$ cat config.mk
export PLATFORM = sky130hd
export DESIGN_NAME = reg_universal
export DESIGN_NICKNAME = d
export VERILOG_FILES = /design/src/rtl/reg_universal.sv
export SDC_FILE = /design/constraint.sdc
export NUM_CORES = 1
export LEC_CHECK = 0
export BUFFER_PORTS_ARGS = -buffer_cell sky130_fd_sc_hd__buf_4
export CORE_MARGIN = 8
export CORE_UTILIZATION = 53
export CTS_CLUSTER_DIAMETER = 60
export DETAILED_ROUTE_END_ITERATION = 7
export GPL_ROUTABILITY_DRIVEN = 0
export PLACE_DENSITY = 0.79
export SLEW_MARGIN = 20
export SYNTH_ARGS = -nofsm -noshare
export SYNTH_HDL_FRONTEND = slang
export SYNTH_SLANG_ARGS = --single-unit
$ cat constraint.sdc
create_clock -name clk_i -period 2.8 [get_ports clk_i]
set_clock_uncertainty 0.2 [all_clocks]
set_input_delay 0.56 -clock clk_i [delete_from_list [all_inputs] [get_ports clk_i]]
set_output_delay 0.56 -clock clk_i [all_outputs]
set_load 0.05 [all_outputs]
$ cat src/rtl/reg_universal.sv
`default_nettype none
// ============================================================================
// Module  : reg_universal
// Purpose : Multi-mode register (load/clear/inc/dec/negate) with a serial
//           multi-bit shifter driven by a START/BUSY/DONE handshake.
//           All state updates on the falling clock edge.
// Revision: 1.0 - initial release
// ============================================================================
module reg_universal #(
  parameter int WIDTH   = 32,
  parameter int SHAMT_W = 5
) (
  input  logic               clk_i,
  input  logic               rst_ni,
  input  logic               start_i,
  input  logic [2:0]         mode_i,
  input  logic [WIDTH-1:0]   d_i,
  input  logic [SHAMT_W-1:0] shamt_i,
  input  logic               sin_i,
  output logic [WIDTH-1:0]   q_o,
  output logic               co_o,
  output logic               z_o,
  output logic               busy_o,
  output logic               done_o
);

  localparam logic [2:0] M_HOLD = 3'b000;
  localparam logic [2:0] M_LOAD = 3'b001;
  localparam logic [2:0] M_CLR  = 3'b010;
  localparam logic [2:0] M_INC  = 3'b011;
  localparam logic [2:0] M_DEC  = 3'b100;
  localparam logic [2:0] M_NEG  = 3'b101;
  localparam logic [2:0] M_SHL  = 3'b110;
  localparam logic [2:0] M_SHR  = 3'b111;

  typedef enum logic [0:0] {
    S_IDLE  = 1'b0,
    S_SHIFT = 1'b1
  } state_t;

  state_t               state_q, state_d;
  logic [WIDTH-1:0]     q_q, q_d;
  logic                 co_q, co_d;
  logic                 done_q, done_d;
  logic [SHAMT_W-1:0]   cnt_q, cnt_d;
  logic                 dir_q, dir_d;   // 1 = shift right

  always_ff @(negedge clk_i or negedge rst_ni) begin
    if (!rst_ni) begin
      state_q <= S_IDLE;
      q_q     <= '0;
      co_q    <= 1'b0;
      done_q  <= 1'b0;
      cnt_q   <= '0;
      dir_q   <= 1'b0;
    end else begin
      state_q <= state_d;
      q_q     <= q_d;
      co_q    <= co_d;
      done_q  <= done_d;
      cnt_q   <= cnt_d;
      dir_q   <= dir_d;
    end
  end

  always_comb begin
    state_d = state_q;
    q_d     = q_q;
    co_d    = co_q;
    done_d  = 1'b0;
    cnt_d   = cnt_q;
    dir_d   = dir_q;
    case (state_q)
      S_IDLE: begin
        if (start_i) begin
          case (mode_i)
            M_HOLD: done_d = 1'b1;
            M_LOAD: begin q_d = d_i; co_d = 1'b0; done_d = 1'b1; end
            M_CLR:  begin q_d = '0;  co_d = 1'b0; done_d = 1'b1; end
            M_INC: begin
              {co_d, q_d} = {1'b0, q_q} + (WIDTH+1)'(1);
              done_d      = 1'b1;
            end
            M_DEC: begin
              // Borrow lands in the extra top bit only when wrapping from zero.
              {co_d, q_d} = {1'b0, q_q} - (WIDTH+1)'(1);
              done_d      = 1'b1;
            end
            M_NEG: begin
              q_d    = ~q_q + WIDTH'(1);
              co_d   = |q_q;
              done_d = 1'b1;
            end
            M_SHL, M_SHR: begin
              if (shamt_i == '0) begin
                done_d = 1'b1;
              end else begin
                cnt_d   = shamt_i;
                dir_d   = (mode_i == M_SHR);
                state_d = S_SHIFT;
              end
            end
          endcase
        end
      end
      S_SHIFT: begin
        if (dir_q) begin
          q_d  = {sin_i, q_q[WIDTH-1:1]};
          co_d = q_q[0];
        end else begin
          q_d  = {q_q[WIDTH-2:0], sin_i};
          co_d = q_q[WIDTH-1];
        end
        cnt_d = cnt_q - SHAMT_W'(1);
        if (cnt_q == SHAMT_W'(1)) begin
          state_d = S_IDLE;
          done_d  = 1'b1;
        end
      end
    endcase
  end

  assign q_o    = q_q;
  assign co_o   = co_q;
  assign z_o    = (q_q == '0);
  assign busy_o = (state_q == S_SHIFT);
  assign done_o = done_q;

endmodule
`default_nettype wire

==> out/metrics.cfg, run 1 <==
[outcome]
status = did not finish
stop_stage = global routing (5_1_grt)
first-error = [ERROR GRT-0232] Routing congestion too high. Check the congestion heatmap in the GUI.

[die]
initial_utilization = 0.536
io_pins = 80
dieHeight_um = 111
rows = 35
die_x_um = 111

[clock_tree]
clockBufferDepth = 2
htreeDepth = 2
cts-root-buf = clkbuf_8
ctsHoldBuffers = 0
numCtsBuffers = 5
cts.sinks = 41

[synth]
async_flop_share = 1.00
synth_nets = 687
synthCells = 639
synth.largest_area_cell = dfrtn_1
seq_area_frac_synth = 0.212
synth-seq-cells = 41
ys_types = 63
avgSynthCellArea_um2 = 7.56
syn_area_um2 = 4830
ys.flop_type = dfrtn_1
ys_warn_count = 0
synth_edf_count = 0
yosys.area.top_type_share = 0.212
ys_top_cells_by_area = dfrtn_1 21%, xnor2_1 9.8%, mux2i_1 4.8%

[sta]
worst_endpoint = z_o
worst-ep-kind = top-level output

[global_route]
grt_max_degree = 57
track_usage = 0.716
grt_overflow = 39

[placement]
dp_hpwl_um = 13400
dp_cells = 883
portBuffers = 79
post-place-ws_ps = -1170

==> timing repair <==
action	in CTS
gates resized for setup	223
pin swaps	44
gates cloned	4
endpoints found under the setup margin	76
buffers inserted	55
==> cell families after synthesis <==
logic type | Yosys count | synth area share
buffers and inverters | 81 | 0.0712
multiplexers | 37 | 0.0803
AND/OR/NAND/NOR | 229 | 0.254
flip-flops | 41 | 0.212
adder cells (fa/ha/maj) | 4 | 0.0104
XOR/XNOR | 77 | 0.140
AO/OA/AOI/OAI | 170 | 0.232
==> metrics by stage <==
step           hold slack (ps)  area, µm²
3_5_place_dp               325       6470
2_1_floorplan              232       5190
3_3_place_gp               273       6470
4_1_cts                    315       7930
==> routing by layer <==
layer  global-route usage  overflow
met4                0.705        18
met3                0.620         2
met1                0.702         1
met2                0.851        18
met5                0.256         0
==> Yosys cell counts (all sizes together), types with 5 or more instances <==
library cell,number
clkbuf,43
a221o,6
mux2,14
nor2b,9
buf,24
a221oi,8
o21ai,46
nor4,13
nand2,55
inv,13
a31oi,9
or3,6
xnor2,54
o221ai,6
o22ai,5
nor2,53
mux2i,23
o211ai,6
nand4,18
and2,5
or4,5
nand3,21
nor3,23
dfrtn,41
a21oi,37
and3,5
xor2,23
a22oi,5
a211oi,17
==> inputs of run 2 (changes only) <==
--- a/config.mk
+++ b/config.mk
@@ -7,11 +7,10 @@
 export LEC_CHECK = 0
 export BUFFER_PORTS_ARGS = -buffer_cell sky130_fd_sc_hd__buf_4
 export CORE_MARGIN = 8
-export CORE_UTILIZATION = 53
-export CTS_CLUSTER_DIAMETER = 60
+export CORE_UTILIZATION = 39
 export DETAILED_ROUTE_END_ITERATION = 7
 export GPL_ROUTABILITY_DRIVEN = 0
-export PLACE_DENSITY = 0.79
+export PLACE_DENSITY_LB_ADDON = 0.15
 export SLEW_MARGIN = 20
 export SYNTH_ARGS = -nofsm -noshare
 export SYNTH_HDL_FRONTEND = slang
==> constraint.sdc (replaced) <==
create_clock -name clk_i -period 3.6 [get_ports clk_i]
set_clock_uncertainty 0.2 [all_clocks]
set_input_delay 0.72 -clock clk_i [delete_from_list [all_inputs] [get_ports clk_i]]
set_output_delay 0.72 -clock clk_i [all_outputs]
set_load 0.05 [all_outputs]
==> out/metrics.cfg, run 2 <==
[outcome]
status = complete, but fails checks
violations = negative setup slack

[finish]
largest_register_ffs = 32
layout_common_cells = 147 x buf_4, 56 x buf_6, 48 x nor2_1
nets = 894
layout_commonest_cell = buf_4
n_antenna_cell = 0
syn2layout_area_growth_pct = 76.9
layout-drive-gt1-share = 0.484

[setup_path]
regToRegSetupSlack_ps = 420
slowest_stage = or4b_4
end_kind = output pin
cp_data_required_time_ps = 2680
startpoint = q_o[0]$_DFFE_NN0P_
worstPathMaxFanout = 2
start_kind = flip-flop
slowest_delay_ps = 500
critPathCapture = z_o
crit_type = reg2out
r2r-start = q_o[2]$_DFFE_NN0P_
timing.rr.end = q_o[31]$_DFFE_NN0P_
cp.arrival_ps = 3910
path_cells = inv_4, ha_4, or4b_4, nor4_4, and4_4, buf_8
r2r_cells = 10

[synth]
ys.flop_type = dfrtn_1
ys_types = 63
synthCells = 639
async_flop_share = 1.00
synth_nets = 687
synth.largest_area_cell = dfrtn_1
ys_top_cells_by_area = dfrtn_1 21%, xnor2_1 9.8%, mux2i_1 4.8%
yosys.area.top_type_share = 0.212
synth_commonest_cells = 55 x nand2_1, 54 x xnor2_1, 53 x nor2_1
syn_area_um2 = 4830
avgSynthCellArea_um2 = 7.56
ys_warn_count = 0
seq_area_frac_synth = 0.212
synth_most_common_cell = nand2_1
synth_edf_count = 0
synth-seq-cells = 41

[sta]
whs_ps = 283
slew_viol_final = 0
setup_ws_ps = -1230
rsz0062_at_grt = yes
hold_violations = 0
setup_violations = 71
maxSlewHeadroom = 0.409
worstMarginPinSlew_ps = 879

[clock_tree]
numCtsBuffers = 5
clk-insertion-delay-late_ps = 320
ctsHoldBuffers = 0
cts_tree = yes
cts.sinks = 41
htreeDepth = 2
cts-root-buf = clkbuf_16
clk_pin_slew_ps = 50
clockBufferDepth = 2

[detailed_routing]
wl_um = 22900
vias = 6389
firstDrtPassIters = 5
drtIter0Drc = 750
ant_nets = 0
wl_per_cell_um = 22.5
viasPerCell = 6.29
drc = 0

[global_route]
grt_max_degree = 58
antenna_found_initial = 0
grt_pass1_wl_um = 34100
grt_overflow = 0
grt_pass1_vias = 6217
track_usage = 0.263

[die]
initial_utilization = 0.401
die-area_um2 = 16200
dieHeight_um = 127
io_pins = 80
coreArea_um2 = 12100
rows = 40
die_x_um = 127

[placement]
dp_hpwl_um = 13900
portBuffers = 79
post-place-ws_ps = -942

[power_and_ir_drop]
power.total_mw = 7.17
pwr-share-seq = 0.126
pwr-share-comb = 0.809
power.leakage_nw = 3.47
swShare = 0.500
ir_worst_vdd_mv = 0.837
intPower_mw = 3.59
power.share.clock = 0.065
power.density_nw_per_um2 = 839
p_sw_mw = 3.58

[job]
max_cap_violations = 0

[min_path]
min_path_type = reg2reg

==> run 2: cell counts after synthesis <==
Identical to the previous run, type by type.
==> run 2: power groups by stage <==
stage | sequential, mW | clock, mW | combinational [mW]
floorplan | 1.54 | 0 | 2.27
global route | 0.924 | 0.487 | 6.09
finish | 0.904 | 0.466 | 5.80
detailed placement | 0.858 | 0 | 4.24
CTS | 0.889 | 0.463 | 5.23
global placement | 0.844 | 0 | 4.18
==> run 2: worst min-delay path by stage <==
stage | from | endpoint | slack (ps) | cells after the start
2_1_floorplan | cnt_q[0]$_DFFE_NN0P_ | cnt_q[0]$_DFFE_NN0P_ | 230 | 1
3_3_place_gp | cnt_q[0]$_DFFE_NN0P_ | cnt_q[0]$_DFFE_NN0P_ | 270 | 1
3_5_place_dp | cnt_q[0]$_DFFE_NN0P_ | cnt_q[0]$_DFFE_NN0P_ | 280 | 1
4_1_cts | cnt_q[0]$_DFFE_NN0P_ | cnt_q[0]$_DFFE_NN0P_ | 280 | 1
5_1_grt | cnt_q[0]$_DFFE_NN0P_ | cnt_q[0]$_DFFE_NN0P_ | 290 | 1
6_report | cnt_q[0]$_DFFE_NN0P_ | cnt_q[0]$_DFFE_NN0P_ | 280 | 1
==> run 2: layout make-up <==
class / instances / area (µm²)
inverter: 14 / 67.6
tap: 168 / 210
timing repair buffer: 266 / 2850
sequential: 41 / 1030
clock inverter: 2 / 10.0
clock buffer: 6 / 129
fill: 866 / 3510
multi-input combinational: 518 / 4250
==> run 2: through the flow <==
stage,instance area [µm²],std cells,util,setup TNS (ps)
floorplan,5190,639,-,-13760
global placement,6500,934,0.539,-19810
detailed placement,6500,934,0.539,-20470
CTS,8040,999,0.667,-10530
global route,8550,1015,0.709,-14060
finish,8550,1015,0.709,-11800
==> run 2: routing by layer <==
metal,global-route usage,part of all wire,up-vias
met5,0,0,-
met4,0.115,0.045,0
li1,-,-,2763
met3,0.0620,0.10,100
met1,0.325,0.38,3105
met2,0.429,0.47,421
==> run 2: timing repair <==
| action | CTS | global route |
|---|---|---|
| endpoints found under the setup margin | 72 | 75 |
| gates cloned | 8 | 1 |
| gates resized for setup | 202 | 91 |
| pin swaps | 59 | 49 |
| setup buffers | 49 | 28 |
==> run 2: worst max-delay path: cells and delay by family (launching register included) <==
kind / cells / cell delay, ps
buf+inv: 2 / 230
fa+ha+maj: 1 / 130
simple gates: 3 / 1060
flops: 1 / 380
==> run 2: cell families (layout without fill, tap and decap cells) <==
family,Yosys count,in the layout,share of synthesized area
and+or+nand+nor,229,229,0.254
muxes,37,37,0.0803
buffers and inverters,81,288,0.0712
DFF,41,41,0.212
adders and majority gates,4,4,0.0104
AOI/OAI and AO/OA,170,171,0.232
xor gates and xnor gates,77,77,0.140
(Power assumes the default switching activity.)
==> inputs of run 3 (changes only) <==
--- a/config.mk
+++ b/config.mk
@@ -7,7 +7,7 @@
 export LEC_CHECK = 0
 export BUFFER_PORTS_ARGS = -buffer_cell sky130_fd_sc_hd__buf_4
 export CORE_MARGIN = 8
-export CORE_UTILIZATION = 39
+export CORE_UTILIZATION = 55
 export DETAILED_ROUTE_END_ITERATION = 7
 export GPL_ROUTABILITY_DRIVEN = 0
 export PLACE_DENSITY_LB_ADDON = 0.15
==> out/metrics.cfg, run 3 <==
[synth]
async_flop_share = 1.00
yosys.area.top_type_share = 0.212
ys_types = 63
synth_commonest_cells = 55 x nand2_1, 54 x xnor2_1, 53 x nor2_1
ys.flop_type = dfrtn_1
synth_most_common_cell = nand2_1
ys_warn_count = 0
synth_nets = 687
synth-seq-cells = 41
synth_edf_count = 0
avgSynthCellArea_um2 = 7.56
syn_area_um2 = 4830
synthCells = 639
synth.largest_area_cell = dfrtn_1
ys_top_cells_by_area = dfrtn_1 21%, xnor2_1 9.8%, mux2i_1 4.8%
seq_area_frac_synth = 0.212

[sta]
worst-ep-kind = top-level output
worst_endpoint = z_o

[outcome]
status = did not finish
stop_stage = global routing (5_1_grt)
first-error = [ERROR GRT-0232] Routing congestion too high. Check the congestion heatmap in the GUI.

[placement]
post-place-ws_ps = -933
portBuffers = 79
dp_hpwl_um = 13000

[clock_tree]
htreeDepth = 2
cts-root-buf = clkbuf_8
cts.sinks = 41
numCtsBuffers = 5
clockBufferDepth = 2

[die]
rows = 34
die_x_um = 110
dieHeight_um = 110
io_pins = 80
initial_utilization = 0.560

[global_route]
grt_max_degree = 58
track_usage = 0.913
grt_overflow = 664

## run 3: cell counts after synthesis
No cell type changed its count.
## run 3: through the flow
step           cells  instance area (µm²)  setup TNS (ps)
2_1_floorplan    639                 5190          -13760
3_3_place_gp     870                 6390          -18260
3_5_place_dp     870                 6390          -18960
4_1_cts          939                 7900          -11750
## run 3: timing repair
action	in CTS
setup endpoints to repair	74
pin swaps	38
hold buffers	0
setup buffers	58
gates resized for setup	227
gates cloned	5
## run 3: kinds of logic after synthesis
group                    after synthesis  share of synthesized area
multiplexers                          37                     0.0803
XOR/XNOR                              77                      0.140
adder cells (fa/ha/maj)                4                     0.0104
AND/OR/NAND/NOR                      229                      0.254
AO/OA/AOI/OAI                        170                      0.232
flip-flops                            41                      0.212
buffers and inverters                 81                     0.0712
## run 3: metal layers
| layer | global-route usage | overflow |
|---|---|---|
| met1 | 0.831 | 19 |
| met4 | 1.07 | 234 |
| met3 | 0.748 | 14 |
| met2 | 1.11 | 395 |
| met5 | 0.483 | 2 |
